<file path="src/rtl/button_mmio.sv">
// button_mmio: push-button peripheral on the data-memory port.
// The raw button is synchronised and debounced. The peripheral counts presses,
// keeps a sticky pressed flag, and exposes one status word at BTN_ADDR. Loads
// from that address return the status word in place of RAM data, and stores to
// it never reach RAM.
module button_mmio #(
   parameter int BTN_ADDR        = 24,
   parameter int DEBOUNCE_CYCLES = 16,
   parameter int CNT_W           = 16
) (
   input  logic        clock,
   input  logic        reset,
   input  logic        btn_raw,
   input  logic [31:0] address_dmem,
   input  logic        wren,
   input  logic [31:0] data,
   input  logic [31:0] ram_q,
   output logic        ram_wren,
   output logic [31:0] q_dmem,
   output logic        btn_level,
   output logic        btn_pressed,
   output logic [7:0]  press_count
);

   typedef enum logic [1:0] {S_LOW, S_RISE, S_HIGH, S_FALL} state_t;

   localparam logic [11:0]      ADDR_LO  = 12'(BTN_ADDR);
   localparam logic [CNT_W-1:0] CNT_LAST = CNT_W'(DEBOUNCE_CYCLES - 1);
   localparam logic [CNT_W-1:0] CNT_ONE  = CNT_W'(1);

   logic             s1_q, s2_q;
   state_t           state_q;
   logic [CNT_W-1:0] cnt_q;
   logic             level_q;
   logic             pressed_q, pressed_d;
   logic [7:0]       count_q, count_d;
   logic             hit_q;
   logic [31:0]      snap_q, status_d;

   logic             hit, rd_acc, wr_acc, press_evt;
   logic             unused_bits;

   // Only address bits [11:0] take part in decoding. Only data bits [1:0] are control bits.
   assign unused_bits = ^{address_dmem[31:12], data[31:2]};

   assign hit       = (address_dmem[11:0] == ADDR_LO);
   assign rd_acc    = hit & ~wren;
   assign wr_acc    = hit & wren;
   assign press_evt = (state_q == S_RISE) && s2_q && (cnt_q == CNT_LAST);
   assign status_d  = {16'b0, count_q, 6'b0, pressed_q, level_q};

   assign ram_wren    = wren & ~hit;
   assign q_dmem      = hit_q ? snap_q : ram_q;
   assign btn_level   = level_q;
   assign btn_pressed = pressed_q;
   assign press_count = count_q;

   // Two-flop synchroniser for the asynchronous button input.
   always_ff @(posedge clock or posedge reset) begin
      if (reset) begin
         s1_q <= 1'b0;
         s2_q <= 1'b0;
      end else begin
         s1_q <= btn_raw;
         s2_q <= s1_q;
      end
   end

   // Debounce FSM: a new level must hold DEBOUNCE_CYCLES clocks; level_q follows the state.
   always_ff @(posedge clock or posedge reset) begin
      if (reset) begin
         state_q <= S_LOW;
         cnt_q   <= '0;
         level_q <= 1'b0;
      end else begin
         case (state_q)
            S_LOW: begin
               if (s2_q) begin
                  state_q <= S_RISE;
                  cnt_q   <= CNT_ONE;
               end
            end
            S_RISE: begin
               if (!s2_q) begin
                  state_q <= S_LOW;
                  cnt_q   <= '0;
               end else if (cnt_q == CNT_LAST) begin
                  state_q <= S_HIGH;
                  cnt_q   <= '0;
                  level_q <= 1'b1;
               end else begin
                  cnt_q <= cnt_q + CNT_ONE;
               end
            end
            S_HIGH: begin
               if (!s2_q) begin
                  state_q <= S_FALL;
                  cnt_q   <= CNT_ONE;
               end
            end
            S_FALL: begin
               if (s2_q) begin
                  state_q <= S_HIGH;
                  cnt_q   <= '0;
               end else if (cnt_q == CNT_LAST) begin
                  state_q <= S_LOW;
                  cnt_q   <= '0;
                  level_q <= 1'b0;
               end else begin
                  cnt_q <= cnt_q + CNT_ONE;
               end
            end
            default: begin
               state_q <= S_LOW;
               cnt_q   <= '0;
               level_q <= 1'b0;
            end
         endcase
      end
   end

   // Flag/count next state: clears apply first, so a press on the same edge overrides them.
   always_comb begin
      pressed_d = pressed_q;
      count_d   = count_q;
      if (rd_acc || (wr_acc && data[0])) pressed_d = 1'b0;
      if (wr_acc && data[1])             count_d   = 8'd0;
      if (press_evt) begin
         pressed_d = 1'b1;
         count_d   = count_d + 8'd1;
      end
   end

   // Sticky flag and press counter registers.
   always_ff @(posedge clock or posedge reset) begin
      if (reset) begin
         pressed_q <= 1'b0;
         count_q   <= 8'd0;
      end else begin
         pressed_q <= pressed_d;
         count_q   <= count_d;
      end
   end

   // Read snapshot: captures the pre-update status word to line up with the RAM read latency.
   always_ff @(posedge clock or posedge reset) begin
      if (reset) begin
         hit_q  <= 1'b0;
         snap_q <= 32'd0;
      end else begin
         hit_q  <= rd_acc;
         snap_q <= status_d;
      end
   end

endmodule

</file>
<file path="config.mk">
export PLATFORM = sky130hd
export DESIGN_NAME = button_mmio
export DESIGN_NICKNAME = d
export VERILOG_FILES = /design/src/rtl/button_mmio.sv
export SDC_FILE = /design/constraint.sdc
export NUM_CORES = 1
export LEC_CHECK = 0
export CAP_MARGIN = 40
export CORE_ASPECT_RATIO = 1.25
export CORE_MARGIN = 10
export CORE_UTILIZATION = 33
export CTS_CLUSTER_SIZE = 30
export DETAILED_ROUTE_END_ITERATION = 16
export GPL_ROUTABILITY_DRIVEN = 0
export PLACE_DENSITY_LB_ADDON = 0.1
export SLEW_MARGIN = 10
export SYNTH_ARGS = -nofsm -noshare
export SYNTH_HDL_FRONTEND = slang
export SYNTH_SLANG_ARGS = --single-unit
export TNS_END_PERCENT = 5
</file>
<file path="constraint.sdc">
create_clock -name clock -period 1.7 [get_ports clock]
set_input_delay 0.34 -clock clock [delete_from_list [all_inputs] [get_ports clock]]
set_output_delay 0.34 -clock clock [all_outputs]
set_load 0.005 [all_outputs]
</file>
==> metrics.txt, run 1 <==
Nets 477; post-synthesis sequential area ratio 45.3%; total core area 6610 um2; grt ovf 0; CTS Sinks 41; Max Cap Violations 0; final setup fails 22; Final Cycle Share 104%; CP required 1930 ps; DR pass1 iterations 4; port bufs 92; total vias in the final route 2352; num rows 33; most frequent cells in the layout buf_4, clkdlybuf4s50_1, dfrtp_1; status finished, violations left; synth-to-layout area growth 69.6%; Fillers 586; Initial Utilization 34.3%; Hold Buf Count CTS 0; CP Class flop to flop; failing checks negative setup slack; H-tree Lvls 2; Hold Fails Final Rpt 0; first-pass GRT wire length 12000 um; EDFF count, synth 0; Comb power frac 18.7%; total wire length 7910 um; Max Freq 563 MHz; worst-path maximum fanout 5; Arr. time, crit path 2000 ps; net switching fraction of the power 25.9%; ANT nets after route 0; Final Max Tran Viols 0; Initial DRC Count 81; sequential share of power 49.5%; Synth Instances 228; actual slew at the worst max-slew pin 335 ps; die area 10600 um2; top cells by area, synth dfrtp_1, nor2b_1, a31oi_1; gr usage total 14.0%; Slew headroom 77.5%; Die Wd 94.1 um; Ant. Diodes 0; final worst slack -74.9 ps; CTS Buffer Depth 2; clk root buf clkbuf_8; count of state elements after synthesis 41; worst skew pair latency 300 ps; post-synthesis async set-or-reset flop share 100%; Via density 5.08; post-detail-place hpwl 5880 um; Syn Area/Cell 9.93 um2; Syn. warnings 0; top cell type by total area after synthesis dfrtp_1; clock power share 31.9%; CTS Buf Count 5; largest net degree at the start of global routing 42; Net Sw Power 530 uW; Finished Core Util 58.1%; initial antenna violation count 0; die span in y 113 um; num ports 143; library cells used by synthesis 41; non-filler cells, final 463; Placement Setup Slack -675 ps; DRC 0; cell-internal power 1.52 mW; Power Density 533 nW/um2; most common cell after layout, fill and taps aside buf_4; placed cells 436; Post-Synthesis Cell Area 2260 um2; Synth top area share 45.3%; RSZ-0062 raised after global routing yes; Worst setup SP type flop; Tmin final 1770 ps; syn_nets 330; Peak VDD IR 0.000527 V; WL/cell 17.1 um; fraction of layout cells with a size suffix above 1 41.8%; Final Skew 9.19 ps; Hold Path Class input port to flop; Hold Slack 315 ps; Synth Flop Type dfrtp_1; CTS tree done; Clock Pin Slew Worst Setup and Hold Paths 90 ps; CP endpoint kind flop; Leak Pwr 1.68 nW; vias in the first global route 2255
==> state kept, by name (all words and copies together), names as in the netlist, named ones only <==
signal       cells
btn_level        1
btn_pressed      1
cnt_q           16
hit_q            1
press_count      8
s1_q             1
s2_q             1
snap_q          10
state_q          1
==> synthesized netlist by cell type, types with 2 or more instances <==
| cell type | n |
|---|---|
| dfrtp_1 | 41 |
| nor2b_1 | 23 |
| a31oi_1 | 22 |
| nand2_1 | 18 |
| mux2_2 | 12 |
| or3_1 | 9 |
| nor2_1 | 8 |
| nor4_1 | 8 |
| clkbuf_1 | 7 |
| nand3_1 | 7 |
| inv_1 | 6 |
| nand4_1 | 6 |
| and2_1 | 5 |
| nand2b_1 | 5 |
| o21ai_0 | 5 |
| nor3_1 | 4 |
| buf_2 | 3 |
| mux2i_1 | 3 |
| nor4_4 | 3 |
| or4_1 | 3 |
| a21oi_1 | 2 |
| a32o_1 | 2 |
| a41oi_1 | 2 |
| ha_1 | 2 |
| nor4b_1 | 2 |
| o211ai_1 | 2 |
| or2_2 | 2 |
| xnor2_1 | 2 |
| xor2_1 | 2 |
==> layout make-up <==
cell class / instances / area [um2] / area share, %
inverters: 6 / 22.5 / 0.586
repair buffers: 151 / 1270 / 33.1
clock buffers: 5 / 68.8 / 1.79
multi-input cells: 170 / 1320 / 34.4
flip-flops and latches: 41 / 1030 / 26.7
clock inverters: 3 / 21.3 / 0.554
well taps: 87 / 109 / 2.83
==> kinds of logic after synthesis <==
group,after synthesis,share of synthesized area [%]
compound gates,40,11.8
xor+xnor,4,1.55
fa+ha+maj,2,1.10
buf+inv,18,3.31
flops,41,45.3
mux,15,7.29
simple gates,108,29.7
==> metal layers <==
metal / track usage (%) / vias up / wire length (um)
li1: - / 1141 / -
met1: 14.9 / 1133 / 3020
met2: 26.1 / 69 / 4340
met3: 3.93 / 9 / 454
met4: 3.55 / 0 / 97
met5: 0 / - / 0
==> critical path, cell delays in order, from the launching register on <==
cell and delay [ps]:
dfrtp_1 430, nor4_4 270, buf_4 180, nand4_4 150, or4_4 540, a21oi_2 140
==> path summary, 6_finish.rpt <==
path                                 from        endpoint  slack (ps)  depth (start not counted)
worst min-delay path                 wren           hit_q         310                          3
worst max-delay path            cnt_q[12]  press_count[4]         -70                          5
worst min register to register       s1_q            s2_q         360                          0
worst max register to register  cnt_q[12]  press_count[4]         -70                          5
min in group asynchronous           reset        cnt_q[8]         400                          3
max in group asynchronous           reset           hit_q        1090                          3
==> per-stage QoR <==
step           area, um2  power, mW  setup TNS (ps)
2_1_floorplan       2280       1.17           -1250
3_3_place_gp        3630       1.44           -7070
3_5_place_dp        3630       1.44           -7710
4_1_cts             3740       2.06           -1480
5_1_grt             3840       2.14           -2420
6_report            3840       2.05            -589
==> power groups by stage <==
| stage | clock [mW] | combinational (mW) | sequential, mW |
|---|---|---|---|
| after global routing | 0.708 | 0.418 | 1.02 |
| after floorplan | 0 | 0.123 | 1.05 |
| final | 0.652 | 0.382 | 1.01 |
| after CTS | 0.671 | 0.378 | 1.01 |
| after global placement | 0 | 0.408 | 1.03 |
| after detailed placement | 0 | 0.412 | 1.03 |
==> repair_timing <==
| action | CTS | global route |
|---|---|---|
| pin swaps | 13 | 16 |
| gates resized for setup | 182 | 25 |
| gates cloned | 1 | 2 |
| setup endpoints to repair | 56 | 56 |
| setup buffers | 10 | 7 |
(Power assumes the default switching activity.)
==> run 2: changes to the inputs <==
- CTS_CLUSTER_DIAMETER: unset -> 40
==> results of run 2 <==
No change in the layout: final DEF, timing and power equal those of run 1.
==> run 3: changes to the inputs <==
- MAX_ROUTING_LAYER: unset -> met4
- clock period: 1.7 -> 1.5 ns (I/O delays scaled with it)
==> run 3 against run 2 <==
- the run still ends with negative setup slack left
- routed wire length decreased by 3.9%
- fmax increased by 0.15%
- largest power group unchanged
- register-to-register slack got worse by 200 ps
- total power increased by 12%
- critical endpoint unchanged
- sequential share of layout area increased by 0.22 points
- global-route usage decreased by 0.11 points
==> metrics.txt, run 3 (synthesized netlist as in run 1, its figures left out) <==
status finished, violations left (unchanged); failing checks negative setup slack (unchanged); Hold Buf Count CTS 0 (unchanged); largest net degree at the start of global routing 42 (unchanged); CTS Sinks 41 (unchanged); Nets 474 (was 477); Final Cycle Share 118% (was 104%); CTS tree done (unchanged); Final Skew 6.55 ps (was 9.19 ps); setup_tns -7360 ps (was -589 ps); actual slew at the worst max-slew pin 343 ps (was 335 ps); CP endpoint kind flop (unchanged); Die Wd 94.1 um (unchanged); Arr. time, crit path 1990 ps (was 2000 ps); CP Class flop to flop (unchanged); max reg flops 16 (unchanged); gr usage total 13.9% (was 14.0%); worst skew pair latency 290 ps (was 300 ps); WL/cell 16.5 um (was 17.1 um); total vias in the final route 2324 (was 2352); total core area 6610 um2 (unchanged); die area 10600 um2 (unchanged); Tmin final 1770 ps (about the same); Max Freq 564 MHz (was 563 MHz); DRT met1 WL 2850 um (was 3020 um); DR pass1 iterations 4 (unchanged); initial antenna violation count 0 (unchanged); Slew headroom 76.9% (was 77.5%); met2 wire length 4230 um (was 4340 um); Initial Utilization 34.3% (unchanged); routed wl met3 447 um (was 454 um); fraction of layout cells with a size suffix above 1 39.9% (was 41.8%); top sig layer met4 (unchanged); worst-path maximum fanout 8 (was 5); Via density 5.05 (was 5.08); Worst setup SP type flop (unchanged); placed cells 441 (was 436); DRC 0 (unchanged); non-filler cells, final 460 (was 463); final setup fails 59 (was 22); CTS Buffer Depth 2 (unchanged); CP required 1720 ps (was 1930 ps); RSZ-0062 raised after global routing yes (unchanged); vias in the first global route 2258 (was 2255); Initial DRC Count 93 (was 81); Clock Pin Slew Worst Setup and Hold Paths 80 ps (was 90 ps); grt ovf 0 (unchanged); clk root buf clkbuf_8 (unchanged); Power Density 600 nW/um2 (was 533 nW/um2); Hold Fails Final Rpt 0 (unchanged); synth-to-layout area growth 68.2% (was 69.6%); ANT nets after route 0 (unchanged); Ant. Diodes 0 (unchanged); port bufs 92 (unchanged); Max Cap Violations 0 (unchanged); H-tree Lvls 2 (unchanged); CTS Buf Count 5 (unchanged); most frequent cells in the layout buf_4, dfrtp_1, buf_2 (was buf_4, clkdlybuf4s50_1, dfrtp_1); Power Total 2.29 mW (was 2.05 mW); num rows 33 (unchanged); die span in y 113 um (unchanged); Fillers 607 (was 586); Leak Pwr 1.75 nW (was 1.68 nW); Most flops, register cnt_q (unchanged); most common cell after layout, fill and taps aside buf_4 (unchanged); num ports 143 (unchanged); Placement Setup Slack -833 ps (was -675 ps); total wire length 7600 um (was 7910 um); Hold Path Class input port to flop (unchanged); post-detail-place hpwl 5720 um (was 5880 um); Peak VDD IR 0.000529 V (was 0.000527 V); first-pass GRT wire length 11500 um (was 12000 um); final worst slack -272 ps (was -74.9 ps); Final Max Tran Viols 0 (unchanged)
-- run 3: cell types whose count changed in the layout (fill, tap and decap cells not counted), sizes merged, moves of 4 or more --
| cell | before | now |
|---|---|---|
| buf | 93 | 99 |
| clkdlybuf4s50 | 45 | 35 |
| dlygate4sd2 | 2 | 9 |
| clkbuf | 15 | 11 |
-- run 3: through the flow --
| step | hold slack [ps] | cell area (um2) | utilization [%] |
|---|---|---|---|
| 3_3_place_gp | 335 | 3650 | 55.3 |
| 5_1_grt | 279 | 3810 | 57.7 |
| 3_5_place_dp | 336 | 3650 | 55.3 |
| 6_report | 270 | 3810 | 57.7 |
| 4_1_cts | 267 | 3750 | 56.7 |
| 2_1_floorplan | 331 | 2280 | - |
-- run 3: final cells by class --
class	count	area [um2]	area share [%]
repair buffers	149	1240	32.6
inverters	6	22.5	0.591
clock inverters	2	15.0	0.394
flip-flops and latches	41	1030	27.0
well taps	87	109	2.86
multi-input cells	169	1320	34.7
clock buffers	6	72.6	1.90
-- run 3: worst paths after layout --
kind / depth (start not counted) / to / start / slack (ps)
worst max-delay path: 4 / press_count[4] / cnt_q[9] / -270
worst min-delay path: 3 / hit_q / wren / 270
worst max register to register: 4 / press_count[4] / cnt_q[9] / -270
worst min register to register: 0 / s2_q / s1_q / 350
max in group asynchronous: 3 / hit_q / reset / 930
min in group asynchronous: 3 / cnt_q[1] / reset / 360
-- run 3: worst max-delay path, stage by stage, from the launching register on --
cell,delay [ps]
dfrtp_1,420
nor4_4,400
nand4_4,220
or4_1,530
a21oi_1,130
-- run 3: power breakdown --
part / switching (mW) / total [mW] / internal [mW]
logic: 0.176 / 0.428 / 0.252
clock network: 0.383 / 0.711 / 0.328
registers: 0.0153 / 1.15 / 1.13
-- run 3: timing repair --
action / 4_1_cts / 5_1_grt
resized for setup: 204 / 24
endpoints found under the hold margin: 0 / 0
setup buffers: 7 / 3
gates cloned: 2 / 0
pin swaps: 28 / 9
endpoints found under the setup margin: 71 / 61
-- run 3: routing by layer --
layer / global-route usage, % / vias to the layer above
li1: - / 1135
met3: 3.93 / 8
met5: - / -
met2: 25.8 / 69
met1: 13.4 / 1112
met4: 4.26 / 0
